File: src/rtl/jtframe_prog_arb_if.sv
// Bus bundle between the download/aux requesters, the programming arbiter and the SDRAM prog port.
// The arbiter uses the master view; the surrounding logic uses the slave view.
interface jtframe_prog_arb_if;
  logic        downloading;

  logic        a_req;
  logic [21:0] a_addr;
  logic [15:0] a_data;
  logic [1:0]  a_mask;
  logic [1:0]  a_ba;
  logic        a_ack;

  logic        b_req;
  logic [21:0] b_addr;
  logic [15:0] b_data;
  logic [1:0]  b_mask;
  logic [1:0]  b_ba;
  logic        b_ack;

  logic [21:0] prog_addr;
  logic [15:0] prog_data;
  logic [1:0]  prog_mask;
  logic [1:0]  prog_ba;
  logic        prog_we;
  logic        prog_rd;
  logic        sdram_ack;

  logic        busy;
  logic        timeout_err;

  modport master (
    input  downloading,
    input  a_req, a_addr, a_data, a_mask, a_ba,
    output a_ack,
    input  b_req, b_addr, b_data, b_mask, b_ba,
    output b_ack,
    output prog_addr, prog_data, prog_mask, prog_ba, prog_we, prog_rd,
    input  sdram_ack,
    output busy, timeout_err
  );

  modport slave (
    output downloading,
    output a_req, a_addr, a_data, a_mask, a_ba,
    input  a_ack,
    output b_req, b_addr, b_data, b_mask, b_ba,
    input  b_ack,
    input  prog_addr, prog_data, prog_mask, prog_ba, prog_we, prog_rd,
    output sdram_ack,
    input  busy, timeout_err
  );
endinterface

File: src/rtl/jtframe_prog_arb.sv
// Shares the SDRAM programming port between the ROM download stream (A) and an aux loader (B).
// One write in flight at a time, held until sdram_ack, guarded by a watchdog.
module jtframe_prog_arb #(
  parameter logic [15:0] TIMEOUT = 16'd1023
) (
  input logic                clk,
  input logic                rst,
  jtframe_prog_arb_if.master bus
);

  typedef enum logic [1:0] {
    IDLE = 2'd0,
    WAIT = 2'd1,
    GAP  = 2'd2
  } state_t;

  state_t      state;
  logic        last;
  logic        owner;
  logic        dl_p1;
  logic [15:0] cnt;

  logic        grant;
  logic        sel_b;
  logic        abort;
  logic        expired;

  // Returns {grant, select_b}. During a download only A may be served.
  function automatic logic [1:0] arbitrate(input logic dl, input logic a,
                                           input logic b, input logic lst);
    logic [1:0] res;
    res = 2'b00;
    if (dl) begin
      res = {a, 1'b0};
    end else if (a && b) begin
      res = {1'b1, ~lst};
    end else if (a) begin
      res = 2'b10;
    end else if (b) begin
      res = 2'b11;
    end
    return res;
  endfunction

  always_comb begin
    {grant, sel_b} = arbitrate(bus.downloading, bus.a_req, bus.b_req, last);
    abort   = (state == WAIT) && !owner && dl_p1 && !bus.downloading;
    expired = (TIMEOUT != 16'd0) && (cnt == TIMEOUT - 16'd1);
  end

  assign bus.prog_rd = 1'b0;

  always_ff @(posedge clk) begin
    if (rst) begin
      state           <= IDLE;
      last            <= 1'b1;
      owner           <= 1'b0;
      dl_p1           <= 1'b0;
      cnt             <= 16'd0;
      bus.prog_addr   <= 22'd0;
      bus.prog_data   <= 16'd0;
      bus.prog_mask   <= 2'b11;
      bus.prog_ba     <= 2'd0;
      bus.prog_we     <= 1'b0;
      bus.a_ack       <= 1'b0;
      bus.b_ack       <= 1'b0;
      bus.busy        <= 1'b0;
      bus.timeout_err <= 1'b0;
    end else begin
      dl_p1 <= bus.downloading;
      case (state)
        IDLE: begin
          bus.a_ack <= 1'b0;
          bus.b_ack <= 1'b0;
          if (grant) begin
            if (sel_b) begin
              bus.prog_addr <= bus.b_addr;
              bus.prog_data <= bus.b_data;
              bus.prog_mask <= bus.b_mask;
              bus.prog_ba   <= bus.b_ba;
            end else begin
              bus.prog_addr <= bus.a_addr;
              bus.prog_data <= bus.a_data;
              bus.prog_mask <= bus.a_mask;
              bus.prog_ba   <= bus.a_ba;
            end
            bus.prog_we <= 1'b1;
            cnt         <= 16'd0;
            owner       <= sel_b;
            last        <= sel_b;
            bus.busy    <= 1'b1;
            state       <= WAIT;
          end
        end
        WAIT: begin
          // A real ack beats both abort and watchdog: the write did land.
          if (bus.sdram_ack) begin
            bus.prog_we <= 1'b0;
            bus.a_ack   <= ~owner;
            bus.b_ack   <= owner;
            state       <= GAP;
          end else if (abort) begin
            bus.prog_we <= 1'b0;
            bus.busy    <= 1'b0;
            state       <= IDLE;
          end else if (expired) begin
            bus.prog_we     <= 1'b0;
            bus.a_ack       <= ~owner;
            bus.b_ack       <= owner;
            bus.timeout_err <= 1'b1;
            state           <= GAP;
          end else if (cnt != 16'hFFFF) begin
            cnt <= cnt + 16'd1;
          end
        end
        GAP: begin
          bus.a_ack <= 1'b0;
          bus.b_ack <= 1'b0;
          bus.busy  <= 1'b0;
          state     <= IDLE;
        end
        default: begin
          bus.prog_we <= 1'b0;
          bus.a_ack   <= 1'b0;
          bus.b_ack   <= 1'b0;
          bus.busy    <= 1'b0;
          state       <= IDLE;
        end
      endcase
    end
  end

endmodule

File: src/flat_wrapper.sv
// flat-port wrapper written by rule: the top's interface ports become plain ports
module jtframe_prog_arb_flat 
#(
  parameter logic [15:0] TIMEOUT = 16'd1023
)
  (clk, rst, bus_downloading, bus_a_req, bus_a_addr, bus_a_data, bus_a_mask, bus_a_ba, bus_a_ack, bus_b_req, bus_b_addr, bus_b_data, bus_b_mask, bus_b_ba, bus_b_ack, bus_prog_addr, bus_prog_data, bus_prog_mask, bus_prog_ba, bus_prog_we, bus_prog_rd, bus_sdram_ack, bus_busy, bus_timeout_err);
  jtframe_prog_arb_if bus_i ();
  input logic clk;
  input logic rst;
  input wire logic [$bits(bus_i.downloading)-1:0] bus_downloading;
  input wire logic [$bits(bus_i.a_req)-1:0] bus_a_req;
  input wire logic [$bits(bus_i.a_addr)-1:0] bus_a_addr;
  input wire logic [$bits(bus_i.a_data)-1:0] bus_a_data;
  input wire logic [$bits(bus_i.a_mask)-1:0] bus_a_mask;
  input wire logic [$bits(bus_i.a_ba)-1:0] bus_a_ba;
  output wire logic [$bits(bus_i.a_ack)-1:0] bus_a_ack;
  input wire logic [$bits(bus_i.b_req)-1:0] bus_b_req;
  input wire logic [$bits(bus_i.b_addr)-1:0] bus_b_addr;
  input wire logic [$bits(bus_i.b_data)-1:0] bus_b_data;
  input wire logic [$bits(bus_i.b_mask)-1:0] bus_b_mask;
  input wire logic [$bits(bus_i.b_ba)-1:0] bus_b_ba;
  output wire logic [$bits(bus_i.b_ack)-1:0] bus_b_ack;
  output wire logic [$bits(bus_i.prog_addr)-1:0] bus_prog_addr;
  output wire logic [$bits(bus_i.prog_data)-1:0] bus_prog_data;
  output wire logic [$bits(bus_i.prog_mask)-1:0] bus_prog_mask;
  output wire logic [$bits(bus_i.prog_ba)-1:0] bus_prog_ba;
  output wire logic [$bits(bus_i.prog_we)-1:0] bus_prog_we;
  output wire logic [$bits(bus_i.prog_rd)-1:0] bus_prog_rd;
  input wire logic [$bits(bus_i.sdram_ack)-1:0] bus_sdram_ack;
  output wire logic [$bits(bus_i.busy)-1:0] bus_busy;
  output wire logic [$bits(bus_i.timeout_err)-1:0] bus_timeout_err;
  assign bus_i.downloading = bus_downloading;
  assign bus_i.a_req = bus_a_req;
  assign bus_i.a_addr = bus_a_addr;
  assign bus_i.a_data = bus_a_data;
  assign bus_i.a_mask = bus_a_mask;
  assign bus_i.a_ba = bus_a_ba;
  assign bus_a_ack = bus_i.a_ack;
  assign bus_i.b_req = bus_b_req;
  assign bus_i.b_addr = bus_b_addr;
  assign bus_i.b_data = bus_b_data;
  assign bus_i.b_mask = bus_b_mask;
  assign bus_i.b_ba = bus_b_ba;
  assign bus_b_ack = bus_i.b_ack;
  assign bus_prog_addr = bus_i.prog_addr;
  assign bus_prog_data = bus_i.prog_data;
  assign bus_prog_mask = bus_i.prog_mask;
  assign bus_prog_ba = bus_i.prog_ba;
  assign bus_prog_we = bus_i.prog_we;
  assign bus_prog_rd = bus_i.prog_rd;
  assign bus_i.sdram_ack = bus_sdram_ack;
  assign bus_busy = bus_i.busy;
  assign bus_timeout_err = bus_i.timeout_err;
  jtframe_prog_arb #(.TIMEOUT(TIMEOUT)) u_core (.clk(clk), .rst(rst), .bus(bus_i));
endmodule
File: config.mk
export PLATFORM = sky130hd
export DESIGN_NAME = jtframe_prog_arb_flat
export DESIGN_NICKNAME = d
export VERILOG_FILES = /design/src/rtl/jtframe_prog_arb_if.sv /design/src/rtl/jtframe_prog_arb.sv /design/src/flat_wrapper.sv
export SDC_FILE = /design/constraint.sdc
export NUM_CORES = 1
export LEC_CHECK = 0
export ABC_CLOCK_PERIOD_IN_PS = 5200
export CAP_MARGIN = 20
export CORE_MARGIN = 2
export CORE_UTILIZATION = 46
export CTS_CLUSTER_DIAMETER = 150
export DETAILED_ROUTE_END_ITERATION = 6
export HOLD_SLACK_MARGIN = 0.03
export PLACE_DENSITY = 0.95
export SYNTH_ARGS = -nofsm -noshare
export SYNTH_HDL_FRONTEND = slang
export SYNTH_SLANG_ARGS = --single-unit
File: constraint.sdc
create_clock -name clk -period 5.2 [get_ports clk]
set_clock_uncertainty 0.2 [all_clocks]
set_input_delay 0.78 -clock clk [delete_from_list [all_inputs] [get_ports clk]]
set_output_delay 0.78 -clock clk [all_outputs]
set_load 0.02 [all_outputs]
==> impl_results.md <==
* Status: completed
* Die Wd at 88.1 um
* EDFF count, synth at 0
* Flop pwr share at 0.434
* Register-to-register setup slack at 2.65 ns
* CP Data Arrival Time at 2.98 ns
* Num CTS Buffers at 9
* Rel. slew slack at 0.421
* CP Launch Type: primary input
* Antenna-violating nets left at 0
* Gp weighted congestion at 0.892
* Sum of negative setup slack at 0 ns
* Hold slack final at 0.270 ns
* Synthesized area at 3250 um2
* Setup crit end: u_core.cnt[5]
* Comb pwr share at 0.266
* Iteration-0 DRC Markers at 218
* Clk sink count at 68
* Max-cap violation count at 0
* Met1 Wirelength at 3780 um
* Met2 WL at 5080 um
* Internal power at 0.000927 W
* Warnings, synthesis at 0
* Seq/Total Area, Yosys at 0.419
* DRC at 0
* Area growth from synthesis to layout at 47.6%
* Vias at 3292
* CP Max Fanout at 18
* Switch Pwr at 0.000429 W
* Clock Tree Root: clkbuf_8
* Syn Inst Count at 354
* Leakage power at 1.92 nW
* IR drop worst, VDD at 158 uV
* Hold Path Class: reg -> reg
* Top FF cell, synth: dfxtp_1
* Distinct cells, synth at 48
* Crit path kind: in -> reg
* DPL Wire Length at 7040 um
* PD cells at 283 nW/um2
* Largest net degree at the start of global routing at 81
* RSZ-0062 raised after global routing: no
* WL per Instance at 17.2 um
* Post-CTS setup buffer count at 0
* TritonRoute pass-1 iters at 5
* First-pass GRT wire length at 15600 um
* Synth Net Count at 446
* Row count at 30
* Core area at 6830 um2
* WL met3 at 659 um
* Peak Freq at 0.340 GHz
* Topmost layer with routed signal wires: met4
* CTS Hold Bufs at 0
* # IOs at 138
* Worst-case clock buffer depth at 2
* Starting density of the core at 0.476
* Ys async rst share at 0
* # port buffers at 136
* # nets final at 566
* Max-slew violations at 0
* CTS tree: built
* Die area at 7750 um2
* Die height at 88.1 um
* FF-to-FF Start: u_core.state[1]
* Critical Path End Type: register
* Number of H-tree levels at 3
* Setup violators final at 0
* Sw frac at 0.317
* Clock network power share at 0.300
* GR Util All Layers at 0.264
* Reg-to-Reg End: u_core.cnt[5]
* Clk_lat worst skew at 0.36 ns
* Final worst path period share at 0.565
* Setup crit start: bus_downloading
* Least-Margin Pin Slew at 0.869 ns
* Hold Fails Final Rpt at 0
* Post-Route WL at 9900 um
* Aggregate global routing overflow at 0
* #FFs+latches synth at 68
* Avg Cell Area, Syn at 9.18 um2
* Initial antenna violation count at 0
* Cts repair resizes at 0
* CP Data Required Time at 5.25 ns
* Clock transition at the registers of the reported paths at 0.08 ns
* Antenna diodes at 0
* Vias in the first global route at 3182
* Worst r2r path cells at 5
* Vias per std cell at 5.73
* Share of cells above drive strength 1 at 0.0689
* Clock period minus final worst setup slack at 2.94 ns
* Final core occ at 0.702
## stage by stage
stage | power, W | instances | setup WS (ns) | area, um2
2_1_floorplan | 0.000774 | 354 | 2.98 | 3250
3_3_place_gp | 0.000939 | 559 | 2.08 | 4610
3_5_place_dp | 0.000954 | 559 | 1.93 | 4610
4_1_cts | 0.00136 | 575 | 2.29 | 4800
5_1_grt | 0.00141 | 575 | 2.05 | 4800
6_report | 0.00136 | 575 | 2.26 | 4800
## power groups by stage
| stage | combinational (W) | sequential (W) | clock (W) |
|---|---|---|---|
| 3_5_place_dp | 0.000356 | 0.000598 | 0 |
| 5_1_grt | 0.000384 | 0.000593 | 0.000435 |
| 3_3_place_gp | 0.000344 | 0.000595 | 0 |
| 4_1_cts | 0.000361 | 0.000587 | 0.000410 |
| 6_report | 0.000361 | 0.000588 | 0.000407 |
| 2_1_floorplan | 0.000131 | 0.000643 | 0 |
## worst min path at each step
stage | startpoint | to | slack, ns | depth (start not counted)
after CTS | u_core.bus.a_ack | u_core.bus.a_ack | 0.28 | 2
after detailed placement | u_core.last | u_core.last | 0.26 | 2
after floorplan | u_core.state[1] | u_core.bus.busy | 0.24 | 1
final | u_core.bus.a_ack | u_core.bus.a_ack | 0.27 | 2
after global placement | u_core.bus.a_ack | u_core.bus.a_ack | 0.25 | 2
after global routing | u_core.state[1] | u_core.bus.busy | 0.32 | 1
## worst max-delay path: stages
cell             delay, ns
clkdlybuf4s50_1       0.46
nor3b_1               0.49
nor3_4                0.11
a21oi_2               0.73
o311ai_0              0.29
o41ai_1               0.12
## routing by layer
metal  track usage  vias to the layer above
met3        0.0792                       34
met1         0.299                     1525
met5             0                        -
met2         0.454                      160
li1              -                     1573
met4         0.127                        0
## logic make-up after synthesis
| logic type | count (synthesis) | share of synthesized area |
|---|---|---|
| simple gates | 118 | 0.189 |
| compound gates | 90 | 0.205 |
| flops | 68 | 0.419 |
| mux | 43 | 0.132 |
| buf+inv | 32 | 0.0454 |
| fa+ha+maj | 2 | 0.00770 |
| other cells | 1 | 0.00115 |
## final cells by class
cell class	count	area, um2
clock buffers	10	138
clock inverters	6	46.3
fillers	439	2030
inverters	2	7.51
multi-input cells	254	1750
flip-flops and latches	68	1360
well taps	96	120
repair buffers	139	1380
## cells in the mapped netlist (2+ instances only)
library cell,count,area (um2)
o31ai_1,2,15.0
dfxtp_1,68,1360
nand2b_1,2,12.5
o311ai_1,4,35.0
a21oi_1,14,70.1
o41ai_1,9,78.8
nor2b_1,3,18.8
a31oi_1,3,18.8
inv_1,2,7.51
nand4_1,5,31.3
nand3_1,9,45.0
nor4_2,2,25.0
mux2i_1,43,430
buf_4,3,22.5
buf_2,7,35.0
and4_1,4,35.0
clkbuf_1,12,45.0
and2_1,3,18.8
o211ai_1,2,15.0
nand2_1,13,48.8
and3_1,2,12.5
o311ai_0,5,43.8
o21ai_1,3,15.0
nor2_1,54,203
buf_1,7,26.3
ha_1,2,25.0
a211oi_1,41,308
nor3_1,9,45.0
o21ai_0,2,10.0
## layout by cell type, fill, tap and decap left out, drive strengths merged, types with 5 or more instances in the layout
master and n:
clkdlybuf4s50 135, mux2i 43, and4 5, o21ai 5, nor2 54, a211oi 41
clkbuf 10, o311ai 10, nand2 13, nand4 6, dfxtp 68, nor3 11
a21oi 15, nand3 9, o41ai 9
## flip-flops by register name, summed over array words and instances, names as in the netlist
register	flops
u_core.bus.a_ack	1
u_core.state	2
u_core.bus.b_ack	1
u_core.bus.prog_mask	2
u_core.bus.timeout_err	1
u_core.bus.busy	1
u_core.bus.prog_ba	2
u_core.last	1
u_core.bus.prog_data	16
u_core.owner	1
u_core.bus.prog_we	1
u_core.cnt	16
u_core.bus.prog_addr	22
u_core.dl_p1	1
Power figures use the tool's default switching activity.
